==> src/rtl/pic_pkg.sv <==
// Shared types and encodings for the 8259A-compatible PIC command path.
// Used by the bus strobe decoder and the command sequencer.
package pic_pkg;

    typedef enum logic [2:0] {
        UNINIT    = 3'd0,
        WAIT_ICW2 = 3'd1,
        WAIT_ICW3 = 3'd2,
        WAIT_ICW4 = 3'd3,
        READY     = 3'd4
    } pic_state_t;

    localparam logic [1:0] RD_IRR  = 2'd0;
    localparam logic [1:0] RD_ISR  = 2'd1;
    localparam logic [1:0] RD_IMR  = 2'd2;
    localparam logic [1:0] RD_POLL = 2'd3;

    // OCW2 {R, SL, EOI} command codes
    localparam logic [2:0] OCW2_ROT_AEOI_CLR = 3'b000;
    localparam logic [2:0] OCW2_NS_EOI       = 3'b001;
    localparam logic [2:0] OCW2_NOP          = 3'b010;
    localparam logic [2:0] OCW2_SP_EOI       = 3'b011;
    localparam logic [2:0] OCW2_ROT_AEOI_SET = 3'b100;
    localparam logic [2:0] OCW2_ROT_NS_EOI   = 3'b101;
    localparam logic [2:0] OCW2_SET_PRIO     = 3'b110;
    localparam logic [2:0] OCW2_ROT_SP_EOI   = 3'b111;

endpackage

==> src/rtl/pic_bus_strobe.sv <==
// CPU strobe decoder: one write event per WR_n low phase, registered read level.
// wr_evt is combinational from the inputs; rd_flag lags cs_n/rd_n by one cycle.
module pic_bus_strobe (
    input  logic clk,
    input  logic reset,
    input  logic cs_n,
    input  logic rd_n,
    input  logic wr_n,
    output logic wr_evt,
    output logic rd_req,
    output logic rd_flag
);

    logic wr_n_q, wr_n_d;
    logic wr_arm_q, wr_arm_d;
    logic rd_flag_q, rd_flag_d;

    // A write concurrent with a read wins; the read level is suppressed.
    assign rd_req = !cs_n && !rd_n && wr_n;

    // wr_arm_q stays low until WR_n is seen high, so a strobe already low
    // when reset lifts cannot masquerade as a fresh falling edge.
    assign wr_evt = !cs_n && !wr_n && wr_n_q && wr_arm_q;

    always_comb begin
        wr_n_d    = wr_n;
        wr_arm_d  = wr_arm_q || wr_n;
        rd_flag_d = rd_req;
    end

    always_ff @(posedge clk or posedge reset) begin
        if (reset) begin
            wr_n_q    <= 1'b1;
            wr_arm_q  <= 1'b0;
            rd_flag_q <= 1'b0;
        end else begin
            wr_n_q    <= wr_n_d;
            wr_arm_q  <= wr_arm_d;
            rd_flag_q <= rd_flag_d;
        end
    end

    assign rd_flag = rd_flag_q;

endmodule

==> src/rtl/pic_cmd_sequencer.sv <==
// ICW1-4 initialization sequencer and OCW1-3 router for the PIC; outputs update on the write-event edge.
// Optional poll command support is enabled by defining PIC_POLL_EN.
module pic_cmd_sequencer
    import pic_pkg::*;
(
    input  logic       clk,
    input  logic       reset,
    input  logic       cs_n,
    input  logic       rd_n,
    input  logic       wr_n,
    input  logic       a0,
    input  logic [7:0] din,
    output logic       wr_flag,
    output logic       rd_flag,
    output logic [1:0] read_src,
    output logic       init_done,
    output logic       ic4,
    output logic       sngl,
    output logic       ltim,
    output logic [4:0] vector_base,
    output logic [7:0] icw3,
    output logic       upm,
    output logic       aeoi,
    output logic [7:0] imr,
    output logic       ocw2_pulse,
    output logic [2:0] ocw2_cmd,
    output logic [2:0] ocw2_level,
    output logic       poll_ack
);

    logic wr_evt, rd_req, is_icw1;

    pic_state_t state_q, state_d;

    logic       ic4_q, ic4_d, sngl_q, sngl_d, ltim_q, ltim_d;
    logic [4:0] vector_base_q, vector_base_d;
    logic [7:0] icw3_q, icw3_d, imr_q, imr_d;
    logic       upm_q, upm_d, aeoi_q, aeoi_d;
    logic       wr_flag_q, wr_flag_d;
    logic       ocw2_pulse_q, ocw2_pulse_d;
    logic [2:0] ocw2_cmd_q, ocw2_cmd_d, ocw2_level_q, ocw2_level_d;
    logic [1:0] sel_q, sel_d, read_src_q, read_src_d;
    logic       poll_pending_q, poll_pending_d;
    logic       poll_ack_q, poll_ack_d;

    pic_bus_strobe u_strobe (
        .clk     (clk),
        .reset   (reset),
        .cs_n    (cs_n),
        .rd_n    (rd_n),
        .wr_n    (wr_n),
        .wr_evt  (wr_evt),
        .rd_req  (rd_req),
        .rd_flag (rd_flag)
    );

    assign is_icw1 = wr_evt && !a0 && din[4];

    always_ff @(posedge clk or posedge reset) begin
        if (reset) begin
            state_q <= UNINIT;
        end else begin
            state_q <= state_d;
        end
    end

    always_comb begin
        state_d = state_q;
        if (is_icw1) begin
            state_d = WAIT_ICW2;
        end else if (wr_evt && a0) begin
            case (state_q)
                WAIT_ICW2: state_d = !sngl_q ? WAIT_ICW3 : (ic4_q ? WAIT_ICW4 : READY);
                WAIT_ICW3: state_d = ic4_q ? WAIT_ICW4 : READY;
                WAIT_ICW4: state_d = READY;
                default:   state_d = state_q;
            endcase
        end
    end

    always_comb begin
        init_done = (state_q == READY);
    end

    always_comb begin
        ic4_d          = ic4_q;
        sngl_d         = sngl_q;
        ltim_d         = ltim_q;
        vector_base_d  = vector_base_q;
        icw3_d         = icw3_q;
        upm_d          = upm_q;
        aeoi_d         = aeoi_q;
        imr_d          = imr_q;
        ocw2_cmd_d     = ocw2_cmd_q;
        ocw2_level_d   = ocw2_level_q;
        sel_d          = sel_q;
        poll_pending_d = poll_pending_q;
        wr_flag_d      = wr_evt;
        ocw2_pulse_d   = 1'b0;
        poll_ack_d     = 1'b0;

`ifdef PIC_POLL_EN
        if (rd_flag && !rd_req && poll_pending_q) begin
            poll_ack_d     = 1'b1;
            poll_pending_d = 1'b0;
        end
`endif

        if (is_icw1) begin
            ic4_d          = din[0];
            sngl_d         = din[1];
            ltim_d         = din[3];
            vector_base_d  = 5'd0;
            icw3_d         = 8'd0;
            upm_d          = 1'b0;
            aeoi_d         = 1'b0;
            imr_d          = 8'd0;
            sel_d          = RD_IRR;
            poll_pending_d = 1'b0;
        end else if (wr_evt) begin
            case (state_q)
                WAIT_ICW2: if (a0) vector_base_d = din[7:3];
                WAIT_ICW3: if (a0) icw3_d = din;
                WAIT_ICW4: begin
                    if (a0) begin
                        upm_d  = din[0];
                        aeoi_d = din[1];
                    end
                end
                READY: begin
                    if (a0) begin
                        imr_d = din;
                    end else if (din[4:3] == 2'b00) begin
                        ocw2_pulse_d = 1'b1;
                        ocw2_cmd_d   = din[7:5];
                        ocw2_level_d = din[2:0];
                    end else if (din[4:3] == 2'b01) begin
                        if (din[1]) sel_d = din[0] ? RD_ISR : RD_IRR;
`ifdef PIC_POLL_EN
                        if (din[2]) poll_pending_d = 1'b1;
`endif
                    end
                end
                default: ;
            endcase
        end

        // A read at a0=1 always returns the mask, even during a pending poll.
        if (rd_req && a0) begin
            read_src_d = RD_IMR;
        end else if (poll_pending_d) begin
            read_src_d = RD_POLL;
        end else begin
            read_src_d = sel_d;
        end
    end

    always_ff @(posedge clk or posedge reset) begin
        if (reset) begin
            ic4_q          <= 1'b0;
            sngl_q         <= 1'b0;
            ltim_q         <= 1'b0;
            vector_base_q  <= 5'd0;
            icw3_q         <= 8'd0;
            upm_q          <= 1'b0;
            aeoi_q         <= 1'b0;
            imr_q          <= 8'd0;
            ocw2_cmd_q     <= 3'd0;
            ocw2_level_q   <= 3'd0;
            sel_q          <= RD_IRR;
            poll_pending_q <= 1'b0;
            wr_flag_q      <= 1'b0;
            ocw2_pulse_q   <= 1'b0;
            poll_ack_q     <= 1'b0;
            read_src_q     <= RD_IRR;
        end else begin
            ic4_q          <= ic4_d;
            sngl_q         <= sngl_d;
            ltim_q         <= ltim_d;
            vector_base_q  <= vector_base_d;
            icw3_q         <= icw3_d;
            upm_q          <= upm_d;
            aeoi_q         <= aeoi_d;
            imr_q          <= imr_d;
            ocw2_cmd_q     <= ocw2_cmd_d;
            ocw2_level_q   <= ocw2_level_d;
            sel_q          <= sel_d;
            poll_pending_q <= poll_pending_d;
            wr_flag_q      <= wr_flag_d;
            ocw2_pulse_q   <= ocw2_pulse_d;
            poll_ack_q     <= poll_ack_d;
            read_src_q     <= read_src_d;
        end
    end

    assign wr_flag     = wr_flag_q;
    assign read_src    = read_src_q;
    assign ic4         = ic4_q;
    assign sngl        = sngl_q;
    assign ltim        = ltim_q;
    assign vector_base = vector_base_q;
    assign icw3        = icw3_q;
    assign upm         = upm_q;
    assign aeoi        = aeoi_q;
    assign imr         = imr_q;
    assign ocw2_pulse  = ocw2_pulse_q;
    assign ocw2_cmd    = ocw2_cmd_q;
    assign ocw2_level  = ocw2_level_q;
    assign poll_ack    = poll_ack_q;

endmodule
==> config.mk <==
export PLATFORM = sky130hd
export DESIGN_NAME = pic_cmd_sequencer
export DESIGN_NICKNAME = d
export VERILOG_FILES = /design/src/rtl/pic_pkg.sv /design/src/rtl/pic_bus_strobe.sv /design/src/rtl/pic_cmd_sequencer.sv
export SDC_FILE = /design/constraint.sdc
export NUM_CORES = 1
export LEC_CHECK = 0
export CORE_MARGIN = 1.5
export CORE_UTILIZATION = 40
export DETAILED_ROUTE_END_ITERATION = 12
export PLACE_DENSITY_LB_ADDON = 0.2
export SLEW_MARGIN = 5
export SYNTH_ARGS = -nofsm -noshare
export SYNTH_HDL_FRONTEND = slang
export SYNTH_SLANG_ARGS = --single-unit
==> constraint.sdc <==
create_clock -name clk -period 3.3 [get_ports clk]
set_clock_uncertainty 0.2 [all_clocks]
set_input_delay 0.495 -clock clk [delete_from_list [all_inputs] [get_ports clk]]
set_output_delay 0.495 -clock clk [all_outputs]
set_load 0.005 [all_outputs]
==> results.toml <==
[status]
status = "finished with violations"
violations = "design-rule violations"

[logic_synthesis]
seq_area_frac_synth_pct = 59.6
synth_async_sr_flop_share_pct = 100
avgSynthCellArea_um2 = 11.3
synth_flop_cell = "dfrtp_1"
synth_nets = 182
synth_area_um2 = 1890
yosysWarnings = 0
synth_cell_types = 34
synth-seq-cells = 45
syn_inst = 168
synth_edf_count = 0

[placement]
place_area_um2 = 2460
dpl.hpwl_um = 3240
place_inst = 269
dp_worst_setup_slack_ps = 576
io_buffers = 51
gp_congestion = 0.912

[cells_and_area]
utilization_pct = 57.3
postLayoutCellArea_um2 = 2540
area_growth_pct = 34.6
instances_no_fill = 277
insertedDiodeCount = 0
drive_gt1_share_pct = 13.8
fin_nets = 238

[clocking]
numCtsBuffers = 5
post_cts_buffers = 0
ctsResizeCount = 0
hold_buffers = 0
cts_root_buf = "clkbuf_8"
clk_path_buf_depth = 2
cts.sinks = 45
clkTransAtPathRegs_ps = 80
insertion_delay_ps = 290
cts_tree = "done"
htreeDepth = 2

[die]
die_w_um = 71.8
die_h_um = 71.8
rows = 24
ios = 53
die_area_um2 = 5150
core_um2 = 4440
start_util_pct = 42.5

[power]
p_total_mw = 1.64
power_per_cell_area_nw_per_um2 = 643
ir_worst_vdd_uv = 312
p_leak_nw = 1.20

[critical_path]
critPathKind = "primary input to register"
cp-end-kind = "register"
required_ps = 3270
crit_fanout = 13
critPathLaunchType = "primary input"
startpoint = "din[4]"
r2r-start = "u_strobe.wr_n_q"
worstPathArrival_ps = 2390

[routing]
wl_per_cell_um = 15.9
drtIter0Drc = 82
via_per_inst = 5.22
totalWireLength_um = 4400
vias = 1447
post-route-drc-count = 2
firstDrtPassIters = 10
final_antenna_net_count = 0

[global_routing]
grt_pass1_wl_um = 7190
antenna_found_initial = 0
grt.total_usage_pct = 18.2
grt_max_degree = 34
grt_overflow = 0
grt_pass1_vias = 1415

[timing]
min_period_ps = 2430
holdWs_ps = 274
tightest_slew_ps = 679
slew_viol_final = 0
setup_viol = 0
finalCritPeriodShare_pct = 73.5
hold_violations = 0
setup_slack_ps = 875
slew_headroom_pct = 54.7
final.setup.tns_ps = 0
rsz0062_at_grt = "false"
fmax_ghz = 0.412

[job]
cap_viol_max_count = 0

[min_path]
hold_class = "register to register"
hp-start = "u_strobe.wr_arm_q"
==> flip-flops by register name, indices dropped and copies added, names as in the netlist, 2 cells and up <==
signal and flops:
icw3 8, imr 8, ocw2_cmd 3, ocw2_level 3, read_src 2, sel_q 2, state_q 3, vector_base 5
==> logic make-up (layout without fill, tap and decap cells) <==
group	Yosys count	count (layout)	synth area share, %
buf+inv	12	69	3.04
compound gates	33	33	10.2
simple gates	61	61	17.9
mux	16	16	9.07
other cells	1	1	0.198
flops	45	45	59.6
==> placed cells by master, fill, tap and decap left out, types with 2 or more instances in the layout <==
cell,count
and4bb_2,3
a22o_1,3
inv_1,4
clkbuf_8,5
o21ai_0,21
clkbuf_1,2
and2_1,2
nand2_1,26
and2b_1,2
buf_4,4
mux2i_1,7
clkdlybuf4s50_1,51
mux2_2,9
nand2b_1,2
and3_1,2
o21ai_1,3
nor2_1,10
inv_2,2
nand3_1,6
dfrtp_1,44
==> per-layer routing <==
metal  up-vias  global-route usage (%)  share of wire [%]
met5         -                       0                  0
met4         0                    6.50                1.2
met3         6                    4.08                5.8
met2        50                    26.3                 46
met1       705                    27.0                 47
li1        686                       -                  -
==> final timing paths <==
| check | depth (start not counted) | slack [ps] | endpoint |
|---|---|---|---|
| max | 5 | 870 | read_src[1] |
| min | 1 | 270 | u_strobe.wr_arm_q |
| max reg2reg | 5 | 1150 | read_src[1] |
| min reg2reg | 1 | 270 | u_strobe.wr_arm_q |
| max in group asynchronous | 3 | 1840 | imr[1] |
| min in group asynchronous | 2 | 430 | aeoi |
==> cells in the mapped netlist (2+ instances only) <==
library cell  count  area (um2)
nor2_1           10        37.5
and4bb_2          3        37.5
nand2_1          26        97.6
and2_1            2        12.5
and3_1            2        12.5
nand3_1           6        30.0
buf_4             2        15.0
and2b_1           2        15.0
nand2b_1          2        12.5
buf_2             4        20.0
a22o_1            3        26.3
o21ai_0          21         105
inv_1             5        18.8
mux2i_1           7        70.1
dfrtp_1          44        1100
o21ai_1           3        15.0
mux2_2            9         101
==> layout make-up <==
cell class                 count  area, um2
multi-input combinational    111        706
inverter                       6       22.5
clock inverter                 1       7.51
sequential                    45       1130
clock buffer                   7       76.3
fill                         371       1900
tap                           52       65.1
timing repair buffer          55        541
==> critical path, cell delays in order <==
cell	delay, ps
clkdlybuf4s50_1	670
and2b_1	280
nand2_1	310
and3_1	300
or3_1	330
==> report_power, final <==
group | total, mW | switching (mW) | internal (mW) | leakage, nW
registers | 0.793 | 0.106 | 0.686 | 0.578
logic | 0.514 | 0.192 | 0.322 | 0.586
clock network | 0.330 | 0.180 | 0.150 | 0.0385
total | 1.64 | 0.478 | 1.16 | 1.20
Note: power is estimated with default switching activity, not from simulation.
